**config.mk**
```make
export PLATFORM = sky130hd
export DESIGN_NAME = pin_motion_flat
export DESIGN_NICKNAME = d
export VERILOG_FILES = /design/src/rtl/pin_motion_if.sv /design/src/rtl/pin_motion.sv /design/src/flat_wrapper.sv
export SDC_FILE = /design/constraint.sdc
export NUM_CORES = 2
export LEC_CHECK = 0
export ABC_AREA = 1
export CAP_MARGIN = 20
export CORE_ASPECT_RATIO = 0.6
export CORE_UTILIZATION = 42
export CTS_BUF_LIST = sky130_fd_sc_hd__clkbuf_8
export CTS_CLUSTER_SIZE = 8
export DETAILED_ROUTE_END_ITERATION = 12
export GPL_TIMING_DRIVEN = 0
export PLACE_DENSITY = 0.67
export SYNTH_ARGS = -nofsm -noshare
export SYNTH_HDL_FRONTEND = slang
export SYNTH_SLANG_ARGS = --single-unit
```
**constraint.sdc**
```tcl
create_clock -name clk_in -period 61.9 [get_ports clk_in]
set_clock_uncertainty 0.1 [all_clocks]
set_input_delay 12.38 -clock clk_in [delete_from_list [all_inputs] [get_ports clk_in]]
set_output_delay 12.38 -clock clk_in [all_outputs]
set_load 0.02 [all_outputs]
```
**src/rtl/pin_motion_if.sv**
```systemverilog
// pin_motion_if: bus between the pin kinematics stage and its neighbours.
//   Collision side : coll_valid, pins_vx_in, pins_vy_in, pins_hit_in
//   Control        : rack_in (re-rack), step_in (frame step request)
//   Results        : pins_x, pins_y, pins_knocked, pins_out, busy, valid_out
// master drives requests/collision data, slave is the kinematics stage.
interface pin_motion_if;
    logic              rack_in;
    logic              coll_valid;
    logic [9:0][15:0]  pins_vx_in;
    logic [9:0][15:0]  pins_vy_in;
    logic [9:0]        pins_hit_in;
    logic              step_in;
    logic [9:0][10:0]  pins_x;
    logic [9:0][9:0]   pins_y;
    logic [9:0]        pins_knocked;
    logic [9:0]        pins_out;
    logic              busy;
    logic              valid_out;

    modport master (
        output rack_in, coll_valid, pins_vx_in, pins_vy_in, pins_hit_in, step_in,
        input  pins_x, pins_y, pins_knocked, pins_out, busy, valid_out
    );

    modport slave (
        input  rack_in, coll_valid, pins_vx_in, pins_vy_in, pins_hit_in, step_in,
        output pins_x, pins_y, pins_knocked, pins_out, busy, valid_out
    );
endinterface

```
**src/rtl/pin_motion.sv**
```systemverilog
// pin_motion: per-pin kinematics for the ten bowling pins.
// Latches post-collision velocities, and on each frame step integrates
// velocity into position one pin per cycle, applies rolling friction and
// retires pins that leave the screen. A coherent position snapshot is
// published together with a one-cycle valid_out pulse.
// Ports:
//   clk_in  : system clock
//   rst_in  : asynchronous active-high reset (returns everything to the rack)
//   bus     : pin_motion_if.slave (collision inputs, step/rack requests,
//             position snapshot, sticky knocked/out flags, busy, valid_out)
// Build option: define PIN_FRICTION_EN to enable rolling friction; without
// it velocities stay constant until a pin leaves the screen or a re-rack.
module pin_motion #(
    parameter int SCREEN_WIDTH   = 1024,
    parameter int SCREEN_HEIGHT  = 768,
    parameter int HEAD_X         = 512,
    parameter int HEAD_Y         = 200,
    parameter int PIN_SPACING    = 24,
    parameter int ROW_GAP        = 42,
    parameter int FRICTION_SHIFT = 5,
    parameter int STOP_THRESH    = 16
) (
    input  logic         clk_in,
    input  logic         rst_in,
    pin_motion_if.slave  bus
);

`ifdef PIN_FRICTION_EN
    localparam bit FRICTION_ON = 1'b1;
`else
    localparam bit FRICTION_ON = 1'b0;
`endif

    localparam int                NPINS  = 10;
    localparam logic [11:0]       X_LIM  = 12'(SCREEN_WIDTH);
    localparam logic [10:0]       Y_LIM  = 11'(SCREEN_HEIGHT);
    localparam logic signed [20:0] OFF_X = 21'sh07FF00;
    localparam logic signed [19:0] OFF_Y = 20'sh3FF00;
    localparam logic signed [15:0] STOP_V = 16'(STOP_THRESH);

    typedef enum logic [1:0] {IDLE, LOAD, UPDATE, DONE} state_t;

    state_t state, state_nxt;
    logic [3:0] idx;

    logic signed [20:0] pos_x   [NPINS];
    logic signed [19:0] pos_y   [NPINS];
    logic signed [15:0] vel_x   [NPINS];
    logic signed [15:0] vel_y   [NPINS];
    logic signed [15:0] pend_vx [NPINS];
    logic signed [15:0] pend_vy [NPINS];
    logic [9:0]         hit_pend;
    logic [9:0]         gone;

    logic signed [20:0] sum_x, upd_x;
    logic signed [19:0] sum_y, upd_y;
    logic signed [15:0] upd_vx, upd_vy;
    logic               upd_gone, off;

    // Rack geometry: rows hold 1,2,3,4 pins; row r starts at pin r(r+1)/2.
    function automatic int rack_row(input int i);
        if (i < 1)      return 0;
        else if (i < 3) return 1;
        else if (i < 6) return 2;
        else            return 3;
    endfunction

    function automatic int rack_col(input int i);
        int r;
        int k;
        r = rack_row(i);
        k = i - (r * (r + 1)) / 2;
        return HEAD_X + (2 * k - r) * PIN_SPACING;
    endfunction

    function automatic int rack_line(input int i);
        return HEAD_Y - rack_row(i) * ROW_GAP;
    endfunction

    function automatic logic signed [20:0] sext_x(input logic signed [15:0] v);
        return {{5{v[15]}}, v};
    endfunction

    function automatic logic signed [19:0] sext_y(input logic signed [15:0] v);
        return {{4{v[15]}}, v};
    endfunction

    // Rolling friction: exponential decay, snapping slow pins to rest.
    function automatic logic signed [15:0] friction(input logic signed [15:0] v);
        logic signed [15:0] d;
        d = v - (v >>> FRICTION_SHIFT);
        if (!FRICTION_ON)
            return v;
        if (d > -STOP_V && d < STOP_V)
            return '0;
        return d;
    endfunction

    // State register
    always_ff @(posedge clk_in or posedge rst_in) begin
        if (rst_in) begin
            state <= IDLE;
            idx   <= '0;
        end else begin
            state <= state_nxt;
            idx   <= (state == UPDATE && state_nxt == UPDATE) ? idx + 4'd1 : '0;
        end
    end

    // Next-state logic; step_in outside IDLE is dropped
    always_comb begin
        state_nxt = state;
        case (state)
            IDLE:    if (bus.step_in) state_nxt = LOAD;
            LOAD:    state_nxt = UPDATE;
            UPDATE:  if (idx == 4'd9) state_nxt = DONE;
            DONE:    state_nxt = IDLE;
            default: state_nxt = IDLE;
        endcase
        if (bus.rack_in)
            state_nxt = IDLE;
    end

    // Outputs decoded from state
    always_comb begin
        bus.busy      = (state != IDLE);
        bus.valid_out = (state == DONE);
    end

    // Integration for the pin selected by idx
    always_comb begin
        sum_x    = pos_x[idx] + sext_x(vel_x[idx]);
        sum_y    = pos_y[idx] + sext_y(vel_y[idx]);
        off      = sum_x[20] || (sum_x[19:8] >= X_LIM) ||
                   sum_y[19] || (sum_y[18:8] >= Y_LIM);
        upd_x    = pos_x[idx];
        upd_y    = pos_y[idx];
        upd_vx   = vel_x[idx];
        upd_vy   = vel_y[idx];
        upd_gone = gone[idx];
        if (!gone[idx]) begin
            if (off) begin
                upd_x    = OFF_X;
                upd_y    = OFF_Y;
                upd_vx   = '0;
                upd_vy   = '0;
                upd_gone = 1'b1;
            end else begin
                upd_x    = sum_x;
                upd_y    = sum_y;
                upd_vx   = friction(vel_x[idx]);
                upd_vy   = friction(vel_y[idx]);
            end
        end
    end

    // Pin state, pending buffer and published snapshot
    always_ff @(posedge clk_in or posedge rst_in) begin
        if (rst_in) begin
            for (int i = 0; i < NPINS; i++) begin
                pos_x[i]       <= 21'(rack_col(i) * 256);
                pos_y[i]       <= 20'(rack_line(i) * 256);
                vel_x[i]       <= '0;
                vel_y[i]       <= '0;
                pend_vx[i]     <= '0;
                pend_vy[i]     <= '0;
                bus.pins_x[i]  <= 11'(rack_col(i));
                bus.pins_y[i]  <= 10'(rack_line(i));
            end
            hit_pend         <= '0;
            gone             <= '0;
            bus.pins_knocked <= '0;
            bus.pins_out     <= '0;
        end else if (bus.rack_in) begin
            for (int i = 0; i < NPINS; i++) begin
                pos_x[i]       <= 21'(rack_col(i) * 256);
                pos_y[i]       <= 20'(rack_line(i) * 256);
                vel_x[i]       <= '0;
                vel_y[i]       <= '0;
                pend_vx[i]     <= '0;
                pend_vy[i]     <= '0;
                bus.pins_x[i]  <= 11'(rack_col(i));
                bus.pins_y[i]  <= 10'(rack_line(i));
            end
            hit_pend         <= '0;
            gone             <= '0;
            bus.pins_knocked <= '0;
            bus.pins_out     <= '0;
        end else begin
            if (state == LOAD) begin
                for (int i = 0; i < NPINS; i++) begin
                    if (hit_pend[i]) begin
                        vel_x[i] <= pend_vx[i];
                        vel_y[i] <= pend_vy[i];
                    end
                end
            end

            if (state == UPDATE) begin
                pos_x[idx] <= upd_x;
                pos_y[idx] <= upd_y;
                vel_x[idx] <= upd_vx;
                vel_y[idx] <= upd_vy;
                gone[idx]  <= upd_gone;
            end

            // Snapshot is taken on the last update so it is visible in DONE;
            // pin 9 comes from the update path, the rest from working state.
            if (state == UPDATE && idx == 4'd9) begin
                for (int i = 0; i < NPINS - 1; i++) begin
                    bus.pins_x[i] <= pos_x[i][18:8];
                    bus.pins_y[i] <= pos_y[i][17:8];
                end
                bus.pins_x[NPINS-1] <= upd_x[18:8];
                bus.pins_y[NPINS-1] <= upd_y[17:8];
                bus.pins_out        <= {upd_gone, gone[8:0]};
            end

            // A collision landing during LOAD survives the clear for next sweep
            hit_pend <= (state == LOAD ? 10'd0 : hit_pend) |
                        (bus.coll_valid ? bus.pins_hit_in : 10'd0);
            if (bus.coll_valid) begin
                for (int i = 0; i < NPINS; i++) begin
                    if (bus.pins_hit_in[i]) begin
                        pend_vx[i] <= bus.pins_vx_in[i];
                        pend_vy[i] <= bus.pins_vy_in[i];
                    end
                end
                bus.pins_knocked <= bus.pins_knocked | bus.pins_hit_in;
            end
        end
    end

endmodule

```
**src/flat_wrapper.sv**
```systemverilog
// flat-port wrapper written by rule: the top's interface ports become plain ports
module pin_motion_flat 
#(
    parameter int SCREEN_WIDTH   = 1024,
    parameter int SCREEN_HEIGHT  = 768,
    parameter int HEAD_X         = 512,
    parameter int HEAD_Y         = 200,
    parameter int PIN_SPACING    = 24,
    parameter int ROW_GAP        = 42,
    parameter int FRICTION_SHIFT = 5,
    parameter int STOP_THRESH    = 16
)
  (clk_in, rst_in, bus_rack_in, bus_coll_valid, bus_pins_vx_in, bus_pins_vy_in, bus_pins_hit_in, bus_step_in, bus_pins_x, bus_pins_y, bus_pins_knocked, bus_pins_out, bus_busy, bus_valid_out);
  pin_motion_if bus_i ();
  input  logic clk_in;
  input  logic rst_in;
  input wire logic [$bits(bus_i.rack_in)-1:0] bus_rack_in;
  input wire logic [$bits(bus_i.coll_valid)-1:0] bus_coll_valid;
  input wire logic [$bits(bus_i.pins_vx_in)-1:0] bus_pins_vx_in;
  input wire logic [$bits(bus_i.pins_vy_in)-1:0] bus_pins_vy_in;
  input wire logic [$bits(bus_i.pins_hit_in)-1:0] bus_pins_hit_in;
  input wire logic [$bits(bus_i.step_in)-1:0] bus_step_in;
  output wire logic [$bits(bus_i.pins_x)-1:0] bus_pins_x;
  output wire logic [$bits(bus_i.pins_y)-1:0] bus_pins_y;
  output wire logic [$bits(bus_i.pins_knocked)-1:0] bus_pins_knocked;
  output wire logic [$bits(bus_i.pins_out)-1:0] bus_pins_out;
  output wire logic [$bits(bus_i.busy)-1:0] bus_busy;
  output wire logic [$bits(bus_i.valid_out)-1:0] bus_valid_out;
  assign bus_i.rack_in = bus_rack_in;
  assign bus_i.coll_valid = bus_coll_valid;
  assign bus_i.pins_vx_in = bus_pins_vx_in;
  assign bus_i.pins_vy_in = bus_pins_vy_in;
  assign bus_i.pins_hit_in = bus_pins_hit_in;
  assign bus_i.step_in = bus_step_in;
  assign bus_pins_x = bus_i.pins_x;
  assign bus_pins_y = bus_i.pins_y;
  assign bus_pins_knocked = bus_i.pins_knocked;
  assign bus_pins_out = bus_i.pins_out;
  assign bus_busy = bus_i.busy;
  assign bus_valid_out = bus_i.valid_out;
  pin_motion #(.SCREEN_WIDTH(SCREEN_WIDTH), .SCREEN_HEIGHT(SCREEN_HEIGHT), .HEAD_X(HEAD_X), .HEAD_Y(HEAD_Y), .PIN_SPACING(PIN_SPACING), .ROW_GAP(ROW_GAP), .FRICTION_SHIFT(FRICTION_SHIFT), .STOP_THRESH(STOP_THRESH)) u_core (.clk_in(clk_in), .rst_in(rst_in), .bus(bus_i));
endmodule
```
=== Word level (Yosys, flattened, before mapping) ===
Index checks and enable logic that the tools add are counted.

* $add $sub $neg: 47
* $mul: 18
* $lt $le $gt $ge: 10
* Equal/unequal tests: 5
* Multiplexer cells: 131
* Bitwise operators: 7
* Reduce and logical (&&, ||, !) cells: 34

{| class="wikitable"
|+ Operators by type and width
! cell !! number
|-
| 160-bit two-way mux || 12
|-
| 16-bit two-way mux || 55
|-
| 210-bit two-way mux || 2
|-
| 200-bit two-way mux || 2
|-
| 160-bit bitwise mux || 2
|-
| 32-bit by 3-bit multiplier with 10-bit output (second input constant) || 10
|-
| 32-bit subtractor || 10
|-
| 110-bit two-way mux || 2
|-
| 210-bit bitwise mux || 1
|-
| 200-bit bitwise mux || 1
|-
| 100-bit two-way mux || 2
|-
| 11-bit by 13-bit adder with 13-bit output (first input constant) || 10
|-
| 32-bit by 2-bit adder with 32-bit output (second input constant) || 4
|-
| 16-bit binary-select mux with 4-bit select || 2
|-
| 32-bit by 32-bit multiplier with 32-bit output || 4
|-
| 32-bit by 6-bit multiplier with 11-bit output (second input constant) || 4
|-
| 32-bit two-way mux || 4
|-
| 31-bit by 1-bit adder with 31-bit output || 4
|-
| 4-bit by 31-bit subtractor with 31-bit output (first input constant) || 4
|-
| 21-bit two-way mux || 5
|-
| 20-bit two-way mux || 5
|-
| 10-bit two-way mux || 9
|-
| 21-bit binary-select mux with 4-bit select || 1
|-
| 21-bit demux with 4-bit select || 1
|-
| other kinds (38) || 96
|}

* Flip-flop bits (word level): 1306
* Input bits: 335

=== Longest topological paths before layout ===
* Depth in word-level cells: 21
* Depth in mapped cells: 32
* Gate-level depth less buffers: 26

=== Least setup slack after synthesis ===
OpenSTA, ideal clock, no wires.

* Kind: input port to flip-flop
* From: input bus_rack_in
* To: register u_core.hit_pend[2]
* Setup time: 67 ps
* Arrival time: 13982 ps
* Path slack: 47751 ps
* Cell stages on the path: 8
* Buffers on the path: 5
* Cell sequence: clkbuf_1 clkinv_1 clkbuf_1 clkbuf_1 clkbuf_1 clkbuf_1 nand3_1 nand2_1

* Longest elaborated chain between the ends: 1

{| class="wikitable"
|+ RTL lines
! what !! line !! text
|-
| from (decl) || flat_wrapper.sv:17 || <nowiki>input wire logic [$bits(bus_i.rack_in)-1:0] bus_rack_in;</nowiki>
|-
| 10-bit two-way mux || pin_motion.sv:174 || <nowiki>end else if (bus.rack_in) begin</nowiki>
|-
| to (signal assigned) || pin_motion.sv:220 || <nowiki>hit_pend <= (state == LOAD ? 10'd0 : hit_pend) |</nowiki>
|-
| to (decl) || pin_motion.sv:52 || <nowiki>logic [9:0] hit_pend;</nowiki>
|}

No other way between the ends.
A chain may end at the register's enable or synchronous reset.

=== Worst setup path after layout ===
* From: input bus_rack_in
* To: register u_core.vel_y[62] (netlist bit)

* Longest elaborated chain between the ends: 1

{| class="wikitable"
|+ RTL lines
! what !! line !! text
|-
| 160-bit two-way mux || pin_motion.sv:174 ||
|-
| to (signal, indexed assignment) || pin_motion.sv:194 || <nowiki>vel_y[i] <= pend_vy[i];</nowiki>
|-
| to (signal, indexed assignment) || pin_motion.sv:203 || <nowiki>vel_y[idx] <= upd_vy;</nowiki>
|-
| to (decl) || pin_motion.sv:49 || <nowiki>logic signed [15:0] vel_y [NPINS];</nowiki>
|}

No other way between the ends.

==> key figures <==
Floorplan
  – Die X: 499.7 um
  – Starting Density: 42.35%
  – IO Count: 567
  – Die Height: 300.6 um
  – Core Region: 147400 um2
  – Die ar.: 150200 um2
  – Row Count: 109

Worst setup path
  – Reg-to-reg slack, setup: 52.43 ns
  – Worst Path Buf+Inv: 5
  – Critical Path End Type: flop
  – Crit path max-delay family: buffers and inverters
  – Critical path type: in -> reg
  – Critical Path Most Common Cell: clkbuf_1
  – Worst Path Max Fanout: 10
  – Slowest stage delay, CP: 0.94 ns
  – CP cell instances: clkbuf_1 -> clkinv_1 -> clkbuf_1 -> nand2_1 -> clkbuf_1 -> clkbuf_1 -> o21ai_0
  – Worst path arrival time: 16.98 ns
  – CP Launch Type: input pin
  – Slowest-stage cell, CP: clkinv_1
  – Worst Path Required: 62.66 ns

Power and ir drop
  – Overall Power: 2.692 mW
  – Lkg Pwr: 34.40 nW
  – Max VDD drop: 41.09 uV
  – P per Cell Area: 35.54 nW/um2

Yosys
  – Distinct cell type count after synthesis: 52
  – Post-synth ARST share: 100.0%
  – Top cells by area, synth: dfrtp_1 (47%), o21ai_0 (12%), nand2_1 (11%), dfstp_2 (5.9%), nand3_1 (5.7%)
  – Post-Synthesis Cell Area: 62430 um2
  – Synth Flop Type: dfrtp_1
  – Synthesized Nets: 8212
  – Synthesized netlist cell count: 7827
  – Yosys top cell by area: dfrtp_1
  – Yosys top cell area share: 46.74%
  – YS warnings: 0
  – Mapped Avg Cell Area: 7.977 um2
  – Number of synthesized flops with an enable pin: 0
  – Sequential area share after synthesis: 52.63%
  – FF+latch count, synth: 1306

Layout
  – Finished Core Util: 51.38%
  – Nets@finish: 9059
  – Area delta synth->final: 21.33%
  – Final instance area: 75750 um2
  – Share of layout cells above drive strength 1: 6.817%
  – FILL cells: 14336
  – Post-route non-filler standard cell count: 10839

GRT
  – Number of global-route vias before repair: 60777
  – Largest net degree at the start of global routing: 124
  – Initial antenna violation count: 47
  – Gr ovfl total: 0
  – First-pass GRT wire length: 483700 um
  – GR Util All Layers: 46.72%

Timing
  – Final max-slew violation count: 0
  – Min Tclk post-route: 16.22 ns
  – Final setup fails: 0
  – Final hold vios: 0
  – Worst Tran Pin Value: 1.364 ns
  – Tcrit/Tclk final: 26.21%
  – Max Fclk: 61.65 MHz
  – Worst slew margin: 8.094%
  – RSZ-0062 raised after global routing: no

Route
  – Vias/cell: 6.105
  – Drc violations: 0
  – Via Count: 66170
  – Wire length per cell: 32.86 um
  – Antenna Nets Post-Route: 0
  – Drt initial violations: 11284
  – Initial DRT Pass Iterations: 9
  – Total Routed Length: 356200 um

Clocking
  – # Post-CTS Setup Buffers: 0
  – Root Driver: clkbuf_8
  – CTS tree: done
  – Max clock buf depth: 3
  – Post-cts resize count: 0
  – Clk slew on worst S/H paths: 0.06 ns
  – Num Clock Sinks: 1306
  – Clk_lat worst skew: 1.03 ns
  – Hold_buf cts: 0
  – H-tree Lvls: 4
  – CTS Buf Count: 200

Place
  – Placed Area: 71770 um2
  – IO buf count: 565
  – Dpl hpwl: 280800 um
  – Placer Congestion: 1.092
  – Placed Cells: 10454

Job
  – # Max-Cap Violations: 0

Status
  – Status: completed

Min path
  – Worst hold-check path type: reg -> reg
-- layer usage --
metal,vias up,track usage [%],routed length [um],part of all wire (%)
li1,27473,-,-,-
met5,-,2.003,687,0.19
met2,5108,56.88,127700,36
met4,38,13.47,11130,3.1
met3,682,26.36,64690,18
met1,32869,68.05,152000,43
-- worst reg2reg max path: cells and delay by family (launching register included) --
kind                       cells  cell delay, ns
buffers and inverters          8            3.20
adders and majority gates      2            0.74
and+or+nand+nor               12            2.50
AOI/OAI and AO/OA              4            2.32
DFF                            1            0.54
-- registers in the layout, summed over array words and instances, names as in the netlist --
name                     cells
u_core.bus.pins_knocked     10
u_core.bus.pins_out         10
u_core.bus.pins_x          110
u_core.bus.pins_y          100
u_core.gone                 10
u_core.hit_pend             10
u_core.idx                   4
u_core.pend_vx             160
u_core.pend_vy             160
u_core.pos_x               210
u_core.pos_y               200
u_core.state                 2
u_core.vel_x               160
u_core.vel_y               160
-- area by class of cell --
class	count	area [um2]	area share, %
clock buffer	219	3014	3.979
sequential	1306	32860	43.38
buffer	519	2122	2.801
inverter	716	2695	3.558
timing repair buffer	645	7068	9.331
tap	1998	2500	3.300
clock inverter	125	643.1	0.8490
multi-input combinational	5286	24790	32.72
antenna	25	62.56	0.08259
-- cell usage after synthesis, types with 24 or more instances --
master    number
a21oi_1      386
a22o_1        24
buf_2         38
clkbuf_1     445
dfrtp_1     1166
dfstp_2      140
ha_1          48
inv_1        697
nand2_1     1789
nand3_1      708
nand4_1       54
nor2_1       489
o21ai_0     1470
o21ai_1       56
o22ai_1      113
-- metrics by stage --
step / setup slack [ns] / hold slack [ns] / TNS [ns]
2_1_floorplan: 12.84 / 0.3439 / 0
3_3_place_gp: -3.281 / 0.3572 / -3362.87
3_5_place_dp: 45.03 / 0.3603 / 0
4_1_cts: 46.09 / 0.3740 / 0
5_1_grt: 45.95 / 0.3891 / 0
6_report: 45.68 / 0.3715 / 0
-- cells by family after synthesis --
group / after synthesis / synth area share, %
simple gates: 3103 / 20.59
compound gates: 2103 / 17.64
flops: 1306 / 52.63
buf+inv: 1235 / 7.688
fa+ha+maj: 50 / 1.026
xor+xnor: 30 / 0.4209
-- report_power, final --
| group | leakage [nW] | internal [mW] | switching, mW |
|---|---|---|---|
| logic | 14.8 | 0.204 | 0.831 |
| clock network | 2.24 | 0.330 | 0.389 |
| registers | 17.4 | 0.906 | 0.0319 |
| total | 34.4 | 1.44 | 1.25 |
-- layout by cell type (no fill, tap or decap), types with 113 or more instances in the layout --
master / n
nand3_1: 708
clkbuf_8: 219
dfstp_2: 140
o21ai_0: 1470
o22ai_1: 113
inv_1: 795
clkbuf_1: 437
nor2_1: 485
nand2_1: 1789
a21oi_1: 386
clkdlybuf4s50_1: 565
dfrtp_1: 1166
-- final timing paths --
check                                 startpoint                    end  cells after the start
hold / removal             u_core.bus.pins_y[91]  u_core.bus.pins_y[91]                      2
min in group asynchronous                 rst_in     u_core.pend_vy[60]                      2
setup reg to reg                   u_core.idx[0]       u_core.vel_y[57]                     26
setup / recovery                     bus_rack_in       u_core.vel_y[62]                      7
hold reg to reg            u_core.bus.pins_y[91]  u_core.bus.pins_y[91]                      2
max in group asynchronous                 rst_in       u_core.pos_y[86]                      5
No activity file was read; power rests on OpenSTA's default activity.
